## src/rtl/leg_decode_stage.sv

```systemverilog
`timescale 1ns/1ps
`default_nettype none
// ============================================================================
// Module   : leg_decode_stage
// Purpose  : Buffered instruction-decode stage for the LEG core. Assembles
//            4-byte instructions (opcode, arg1, arg2, dest) from a byte-wide
//            fetch stream, decodes the opcode and queues the result in an
//            OUT_DEPTH-entry FIFO with a valid/ready output handshake.
// Ports    : clk, rst (async, active-low), flush (sync discard)
//            in_valid / in_byte / in_ready      : fetch byte stream
//            out_valid / out_ready              : decoded instruction handshake
//            out_imm1, out_imm2, out_calc, out_jump, out_cond, out_alu_op,
//            out_illegal, out_arg1, out_arg2, out_dest : FIFO head fields
// Revision : 1.0 - initial release
// ============================================================================
module leg_decode_stage #(
    parameter logic [7:0] JUMP_BASE = 8'h20,
    parameter int         NUM_COND  = 10,
    parameter int         OUT_DEPTH = 2
) (
    input  logic       clk,
    input  logic       rst,
    input  logic       flush,
    input  logic       in_valid,
    input  logic [7:0] in_byte,
    output logic       in_ready,
    output logic       out_valid,
    input  logic       out_ready,
    output logic       out_imm1,
    output logic       out_imm2,
    output logic       out_calc,
    output logic       out_jump,
    output logic [3:0] out_cond,
    output logic [3:0] out_alu_op,
    output logic       out_illegal,
    output logic [7:0] out_arg1,
    output logic [7:0] out_arg2,
    output logic [7:0] out_dest
);

    localparam int c_PTR_W   = $clog2(OUT_DEPTH);
    localparam int c_CNT_W   = $clog2(OUT_DEPTH) + 1;
    localparam int c_ENTRY_W = 37;

    localparam logic [1:0] c_ST_OP  = 2'd0;
    localparam logic [1:0] c_ST_A1  = 2'd1;
    localparam logic [1:0] c_ST_A2  = 2'd2;
    localparam logic [1:0] c_ST_DST = 2'd3;

    // Jump range bounds carried in 7 bits so the upper bound cannot wrap.
    localparam logic [6:0]         c_JUMP_LO = {1'b0, JUMP_BASE[5:0]};
    localparam logic [6:0]         c_JUMP_HI = c_JUMP_LO + 7'(NUM_COND - 1);
    localparam logic [c_CNT_W-1:0] c_FULL    = c_CNT_W'(OUT_DEPTH);

    logic [1:0]           r_state;
    logic [1:0]           w_next_state;
    logic [7:0]           r_opcode;
    logic [7:0]           r_arg1;
    logic [7:0]           r_arg2;
    logic [c_ENTRY_W-1:0] r_mem [OUT_DEPTH];
    logic [c_PTR_W-1:0]   r_wr_ptr;
    logic [c_PTR_W-1:0]   r_rd_ptr;
    logic [c_CNT_W-1:0]   r_count;

    logic                 w_full;
    logic                 w_accept;
    logic                 w_push;
    logic                 w_pop;
    logic                 w_calc;
    logic                 w_jump;
    logic [3:0]           w_cond;
    logic [3:0]           w_alu_op;
    logic                 w_illegal;
    logic [6:0]           w_op7;
    logic [c_ENTRY_W-1:0] w_entry;
    logic [c_ENTRY_W-1:0] w_head;

    assign w_full   = (r_count == c_FULL);
    assign w_accept = in_valid & in_ready;
    // Flush wins over any same-cycle transfer on either side.
    assign w_push   = w_accept & (r_state == c_ST_DST) & ~flush;
    assign w_pop    = out_valid & out_ready & ~flush;

    // ---------------- FSM: state register ----------------
    always_ff @(posedge clk or negedge rst) begin
        if (!rst) begin
            r_state <= c_ST_OP;
        end else begin
            r_state <= w_next_state;
        end
    end

    // ---------------- FSM: next state ----------------
    always_comb begin
        w_next_state = r_state;
        if (flush) begin
            w_next_state = c_ST_OP;
        end else if (w_accept) begin
            case (r_state)
                c_ST_OP:  w_next_state = c_ST_A1;
                c_ST_A1:  w_next_state = c_ST_A2;
                c_ST_A2:  w_next_state = c_ST_DST;
                default:  w_next_state = c_ST_OP;
            endcase
        end
    end

    // ---------------- FSM: outputs ----------------
    // No pass-through when full: the dest byte waits even if the head pops.
    always_comb begin
        in_ready = rst & ~((r_state == c_ST_DST) & w_full);
    end

    // ---------------- operand latches ----------------
    always_ff @(posedge clk or negedge rst) begin
        if (!rst) begin
            r_opcode <= '0;
            r_arg1   <= '0;
            r_arg2   <= '0;
        end else if (w_accept && !flush) begin
            case (r_state)
                c_ST_OP: r_opcode <= in_byte;
                c_ST_A1: r_arg1   <= in_byte;
                c_ST_A2: r_arg2   <= in_byte;
                default: ;
            endcase
        end
    end

    // ---------------- opcode decode ----------------
    // Bits 7:6 are the immediate flags and take no part in calc/jump matching.
    assign w_op7     = {1'b0, r_opcode[5:0]};
    assign w_calc    = (r_opcode[5:4] == 2'b00);
    assign w_jump    = (w_op7 >= c_JUMP_LO) && (w_op7 <= c_JUMP_HI);
    assign w_cond    = w_jump ? 4'(w_op7 - c_JUMP_LO) : 4'd0;
    assign w_alu_op  = w_calc ? r_opcode[3:0] : 4'd0;
    assign w_illegal = ~w_calc & ~w_jump;

    assign w_entry = {r_opcode[7], r_opcode[6], w_calc, w_jump, w_cond,
                      w_alu_op, w_illegal, r_arg1, r_arg2, in_byte};

    // ---------------- output FIFO ----------------
    always_ff @(posedge clk or negedge rst) begin
        if (!rst) begin
            for (int i = 0; i < OUT_DEPTH; i++) begin
                r_mem[i] <= '0;
            end
            r_wr_ptr <= '0;
            r_rd_ptr <= '0;
            r_count  <= '0;
        end else if (flush) begin
            r_wr_ptr <= '0;
            r_rd_ptr <= '0;
            r_count  <= '0;
        end else begin
            if (w_push) begin
                r_mem[r_wr_ptr] <= w_entry;
                r_wr_ptr        <= r_wr_ptr + c_PTR_W'(1);
            end
            if (w_pop) begin
                r_rd_ptr <= r_rd_ptr + c_PTR_W'(1);
            end
            case ({w_push, w_pop})
                2'b10:   r_count <= r_count + c_CNT_W'(1);
                2'b01:   r_count <= r_count - c_CNT_W'(1);
                default: ;
            endcase
        end
    end

    assign w_head    = r_mem[r_rd_ptr];
    assign out_valid = (r_count != '0);

    assign {out_imm1, out_imm2, out_calc, out_jump, out_cond, out_alu_op,
            out_illegal, out_arg1, out_arg2, out_dest} = w_head;

endmodule
`default_nettype wire

```

## config.mk

```make
export PLATFORM = sky130hd
export DESIGN_NAME = leg_decode_stage
export DESIGN_NICKNAME = d
export VERILOG_FILES = /design/src/rtl/leg_decode_stage.sv
export SDC_FILE = /design/constraint.sdc
export NUM_CORES = 1
export LEC_CHECK = 0
export BUFFER_PORTS_ARGS = -buffer_cell sky130_fd_sc_hd__buf_4
export CORE_UTILIZATION = 50
export DETAILED_ROUTE_END_ITERATION = 6
export HOLD_SLACK_MARGIN = 0.06
export PLACE_DENSITY_LB_ADDON = 0.05
export RECOVER_POWER = 100
export SYNTH_ARGS = -nofsm -noshare
export SYNTH_HDL_FRONTEND = slang
export SYNTH_SLANG_ARGS = --single-unit
```

## constraint.sdc

```tcl
create_clock -name clk -period 3.43 [get_ports clk]
set_input_delay 0.686 -clock clk [delete_from_list [all_inputs] [get_ports clk]]
set_output_delay 0.686 -clock clk [all_outputs]
set_load 0.005 [all_outputs]
```

### Word-level counts from Yosys, hierarchy flattened

Index checks and enable logic that the tools add are counted.
Widths: inputs -> output; s select.

* bits in registers: 104
* memories: 0
* output and inout bits: 39
* latch bits: 0
* bits of input ports: 13
* memory bits (writable): 0
* ROM bits: 0

* multipliers: 0
* shift-type cells: 0
* add/sub/neg operators: 5
* magnitude comparators: 5
* divide/modulo/power cells: 0
* reductions and logical operators: 15
* equality and inequality tests: 6
* bitwise logic cells: 14
* muxes and demuxes: 17

Operators with widths (number)
* $mux 37: 4
* $bwmux 74: 1
* $demux 37 s1: 1
* $and 1x1->1: 8
* $eq 2x2->1 const B: 4
* $mux 4: 2
* $reduce_and 2->1: 4
* $reduce_bool 2->1: 4
* $ge 6x6->1 const B: 1
* $le 6x6->1 const B: 1
* $mux 2: 3
* $pmux 2 s3: 1
* $eq 2x1->1 const B: 2
* $ge 2x2->1 const B: 2
* $logic_not 2->1: 2
* $mux 1: 4
* $not 1->1: 4
* $not 1->2: 2
* $pmux 2 s2: 1
* $sub 4x1->4 const B: 1
* $logic_and 1x1->1: 3
* $reduce_bool 3->1: 1
* $add 1x1->1 const B: 2
* $add 2x1->2 const B: 1
* other kinds (3): 3

### Logic depth before layout (Yosys ltp)

* depth after elaboration: 10
* depth in mapped cells: 6
* depth with buffers taken out: 4

### Worst setup path before layout

OpenSTA, ideal clock, no wires.

* kind: flip-flop to output port
* from: register r_rd_ptr
* to: output port out_alu_op[0]
* arrival time: 1.386 ns
* cell stages (with the launch flop): 4
* path slack: 1.358 ns
* cells stage by stage: dfrtp_1 clkbuf_1 clkbuf_1 mux2_2

* cells in the longest elaborated chain, start to end: 4

Ends and longest elaborated chain
* start: declaration: line 62 `logic [c_PTR_W-1:0] r_rd_ptr;`
* start signal: assignment: line 161 `r_rd_ptr <= r_rd_ptr + c_PTR_W'(1);`
* $not 1->2 (not written as such): line 171 `assign w_head = r_mem[r_rd_ptr];`
* $mux 37 (not written as such) (3 in series): line 171
* end: declaration: line 34 `output logic [3:0] out_alu_op,`

No other way between the ends. The select of a mux whose other input is x is not followed.

### Final worst setup path

* from: register r_rd_ptr
* to: output port out_cond[3]

* cells in the longest elaborated chain, start to end: 4

Ends and longest elaborated chain
* $not 1->2 (not written as such): line 171
* $mux 37 (not written as such) (3 in series): line 171
* end: declaration: line 33 `output logic [3:0] out_cond,`

No other way between the ends. The select of a mux whose other input is x is not followed.

==> metrics.cfg <==
[place]
placement.setup.worst_slack_ns = 0.741
buffer_ports.inserted = 51
place_congestion = 0.692
placedCellCount = 458
place_hpwl_um = 5240

[routing]
dr.first_iter.drc_count = 52
wl_per_cell_um = 17.8
avgViaCountPerCell = 5.50
detail-route-antenna-nets = 0
route.vias.total = 2608
drc_errors = 0
drt_first_pass_iters = 4
postRouteWirelength_um = 8410

[layout]
final-instance-count-excl-fill = 474
post_route_cells_drive_above_1_share_pct = 50.4
n_antenna_cell = 0
nFillCells = 784
fin_util_pct = 57.0
layout.nets = 375
syn2layout_area_growth_pct = 11.3

[sta]
setup_repair_after_global_routing_missed_its_margin = false
worst_slack_ns = 0.650
post_layout_min_period_ns = 2.78
timing.setup.tns_ns = 0
finalHoldViolCount = 0
setup_viol = 0
fmax_ghz = 0.360
slew_headroom_pct = -21.2
worstMarginPinSlew_ns = 1.82
maxSlewViolCount = 75
finClkSkew_ns = 0.0161
finalCritPeriodShare_pct = 81.0

[synth]
synthTopCellsByArea = sky130_fd_sc_hd__dfrtp_1, sky130_fd_sc_hd__mux2_2, sky130_fd_sc_hd__mux2_4
number_of_distinct_standard_cells_referenced_by_the_synthesized_netlist = 33
netlist.top_cell.by_area = sky130_fd_sc_hd__dfrtp_1
netlist_top_cells_count = sky130_fd_sc_hd__mux2_2, sky130_fd_sc_hd__dfrtp_1, sky130_fd_sc_hd__mux2_4, sky130_fd_sc_hd__nor2_1, sky130_fd_sc_hd__nor3b_1
synth_enable_flop_cells = 0
syn-cell-area_mm2 = 0.00471
postSynthAreaPerCell_um2 = 15.4
synthMostInstantiatedCell = sky130_fd_sc_hd__mux2_2
synth_seq_area_share_pct = 55.3
postSynthCellCount = 305
synth_ff_type = sky130_fd_sc_hd__dfrtp_1
synth_async_sr_flop_share_pct = 100
synthDominantCellAreaShare_pct = 55.3
ys_ff_latch = 104
synth_warnings = 0
postSynthNetCount = 322

[setup_path]
crit_required_ns = 2.74
timing.critical_path.fanout_max = 17
cp.arrival_ns = 2.09
startpoint_type = register
worst_setup_path_end_kind = primary output
path_type_of_the_worst_setup_path = reg -> out

[power]
total_leakage_power_nw = 2.65
power_density_mw_per_mm2 = 430
maximum_resistive_drop_on_vdd_mv = 0.204

[cts]
cts_root_buffer = sky130_fd_sc_hd__clkbuf_8
clkTransAtPathRegs_ns = 0.10
cts_tree = done
cts_buffer_depth = 2
clock_latency_ns = 0.36
cts_num_sinks = 104
holdBufCountCts = 0
cts-resized-gates = 0
cts.htree.levels = 3
cts_inserted_buffers = 9
post-cts-setup-buffer-count = 0

[floorplanning]
floorplan.die.height_um = 99.0
io_pins = 52
row_count = 35
die-width_um = 99.0
die-area_mm2 = 0.00980
fp.coreArea_mm2 = 0.00920
floorplan.initialDensity_pct = 51.2

[grt]
first_global_vias = 2660
grt.overflow.total = 0
track_usage_pct = 19.0
wire_length_of_the_first_global_routing_pass_um = 14200
largest_net_degree_at_the_start_of_global_routing = 75
antenna_found_initial = 0

[hold_path]
hold_class = in -> async

[run_status]
failed_checks = max-capacitance violations, max-slew violations
run_status = finished, violations left

[run]
timing.max_cap.violations = 1

## layout by cell type (no fill, tap or decap), types with 6 or more instances in the layout
master | synthesis | final
sky130_fd_sc_hd__clkbuf_8 | 0 | 10
sky130_fd_sc_hd__dfrtp_1 | 104 | 104
sky130_fd_sc_hd__nor3b_1 | 6 | 6
sky130_fd_sc_hd__buf_4 | 0 | 18
sky130_fd_sc_hd__nor2_1 | 7 | 7
sky130_fd_sc_hd__mux2_1 | 4 | 26
sky130_fd_sc_hd__mux2_2 | 112 | 109
sky130_fd_sc_hd__clkbuf_4 | 0 | 30
## final cells by class
cell class              instances  area, um2  area share (%)
flip-flops and latches        104       2600            49.7
inverters                       4       15.0           0.287
clock buffers                  10        138            2.63
clock inverters                 6       51.3           0.979
multi-input cells             184       1900            36.3
well taps                     111        139            2.65
repair buffers                 55        390            7.45
## power by group
| group | internal [W] | switching, W | total, W |
|---|---|---|---|
| combinational | 0.0000930 | 0.0000868 | 0.000180 |
| clock | 0.000293 | 0.000435 | 0.000728 |
| sequential | 0.00129 | 0.0000504 | 0.00134 |
| total | 0.00168 | 0.000572 | 0.00225 |
## state kept, by name, indices dropped and copies added (netlist names)
signal,flops
r_wr_ptr,1
r_arg2,8
r_state,2
r_count,2
r_mem,74
r_opcode,8
r_arg1,8
r_rd_ptr,1
## metal layers
metal  routed length [um]  vias up  part of all wire [%]  track usage (%)
met5                    0        -                     0                0
met4                   89        0                   1.1             6.89
met3                  206        7                   2.4             2.98
met2                 3860       34                    46             29.3
met1                 4260     1366                    51             27.3
li1                     -     1201                     -                -
## through the flow
step / hold slack, ns / power (W) / area (um2)
after CTS: 0.254 / 0.00229 / 5360
after global placement: 0.463 / 0.00155 / 5170
after detailed placement: 0.473 / 0.00156 / 5170
final: 0.249 / 0.00225 / 5240
after floorplan: 0.390 / 0.00147 / 4710
after global routing: 0.275 / 0.00237 / 5240
## worst max-delay path: stages, from the launching register on
cell and delay [ns]:
sky130_fd_sc_hd__dfrtp_1 0.35, sky130_fd_sc_hd__clkbuf_1 0.81, sky130_fd_sc_hd__mux2_2 0.43, sky130_fd_sc_hd__clkbuf_4 0.14
## final timing paths
kind | from | to | slack, ns | cells past startpoint
max in group asynchronous | rst | r_mem[17] | 1.09 | 2
max reg2reg | r_state[0] | r_mem[9] | 0.92 | 5
max | r_rd_ptr | out_cond[3] | 0.65 | 3
min | rst | r_wr_ptr | 0.25 | 1
min in group clk | r_mem[24] | r_mem[24] | 0.49 | 1
min reg2reg | r_mem[24] | r_mem[24] | 0.49 | 1
## cells by family (layout without fill, tap and decap cells)
family                   Yosys count  in the layout  share of synthesized area, %
multiplexers                     135            135                          33.8
flip-flops                       104            104                          55.3
AND/OR/NAND/NOR                   32             32                          5.66
buffers and inverters             17             75                          2.10
AO/OA/AOI/OAI                     12             12                          1.86
adder cells (fa/ha/maj)            4              4                          1.06
XOR/XNOR                           1              1                         0.186
No activity file was read; power rests on OpenSTA's default activity.
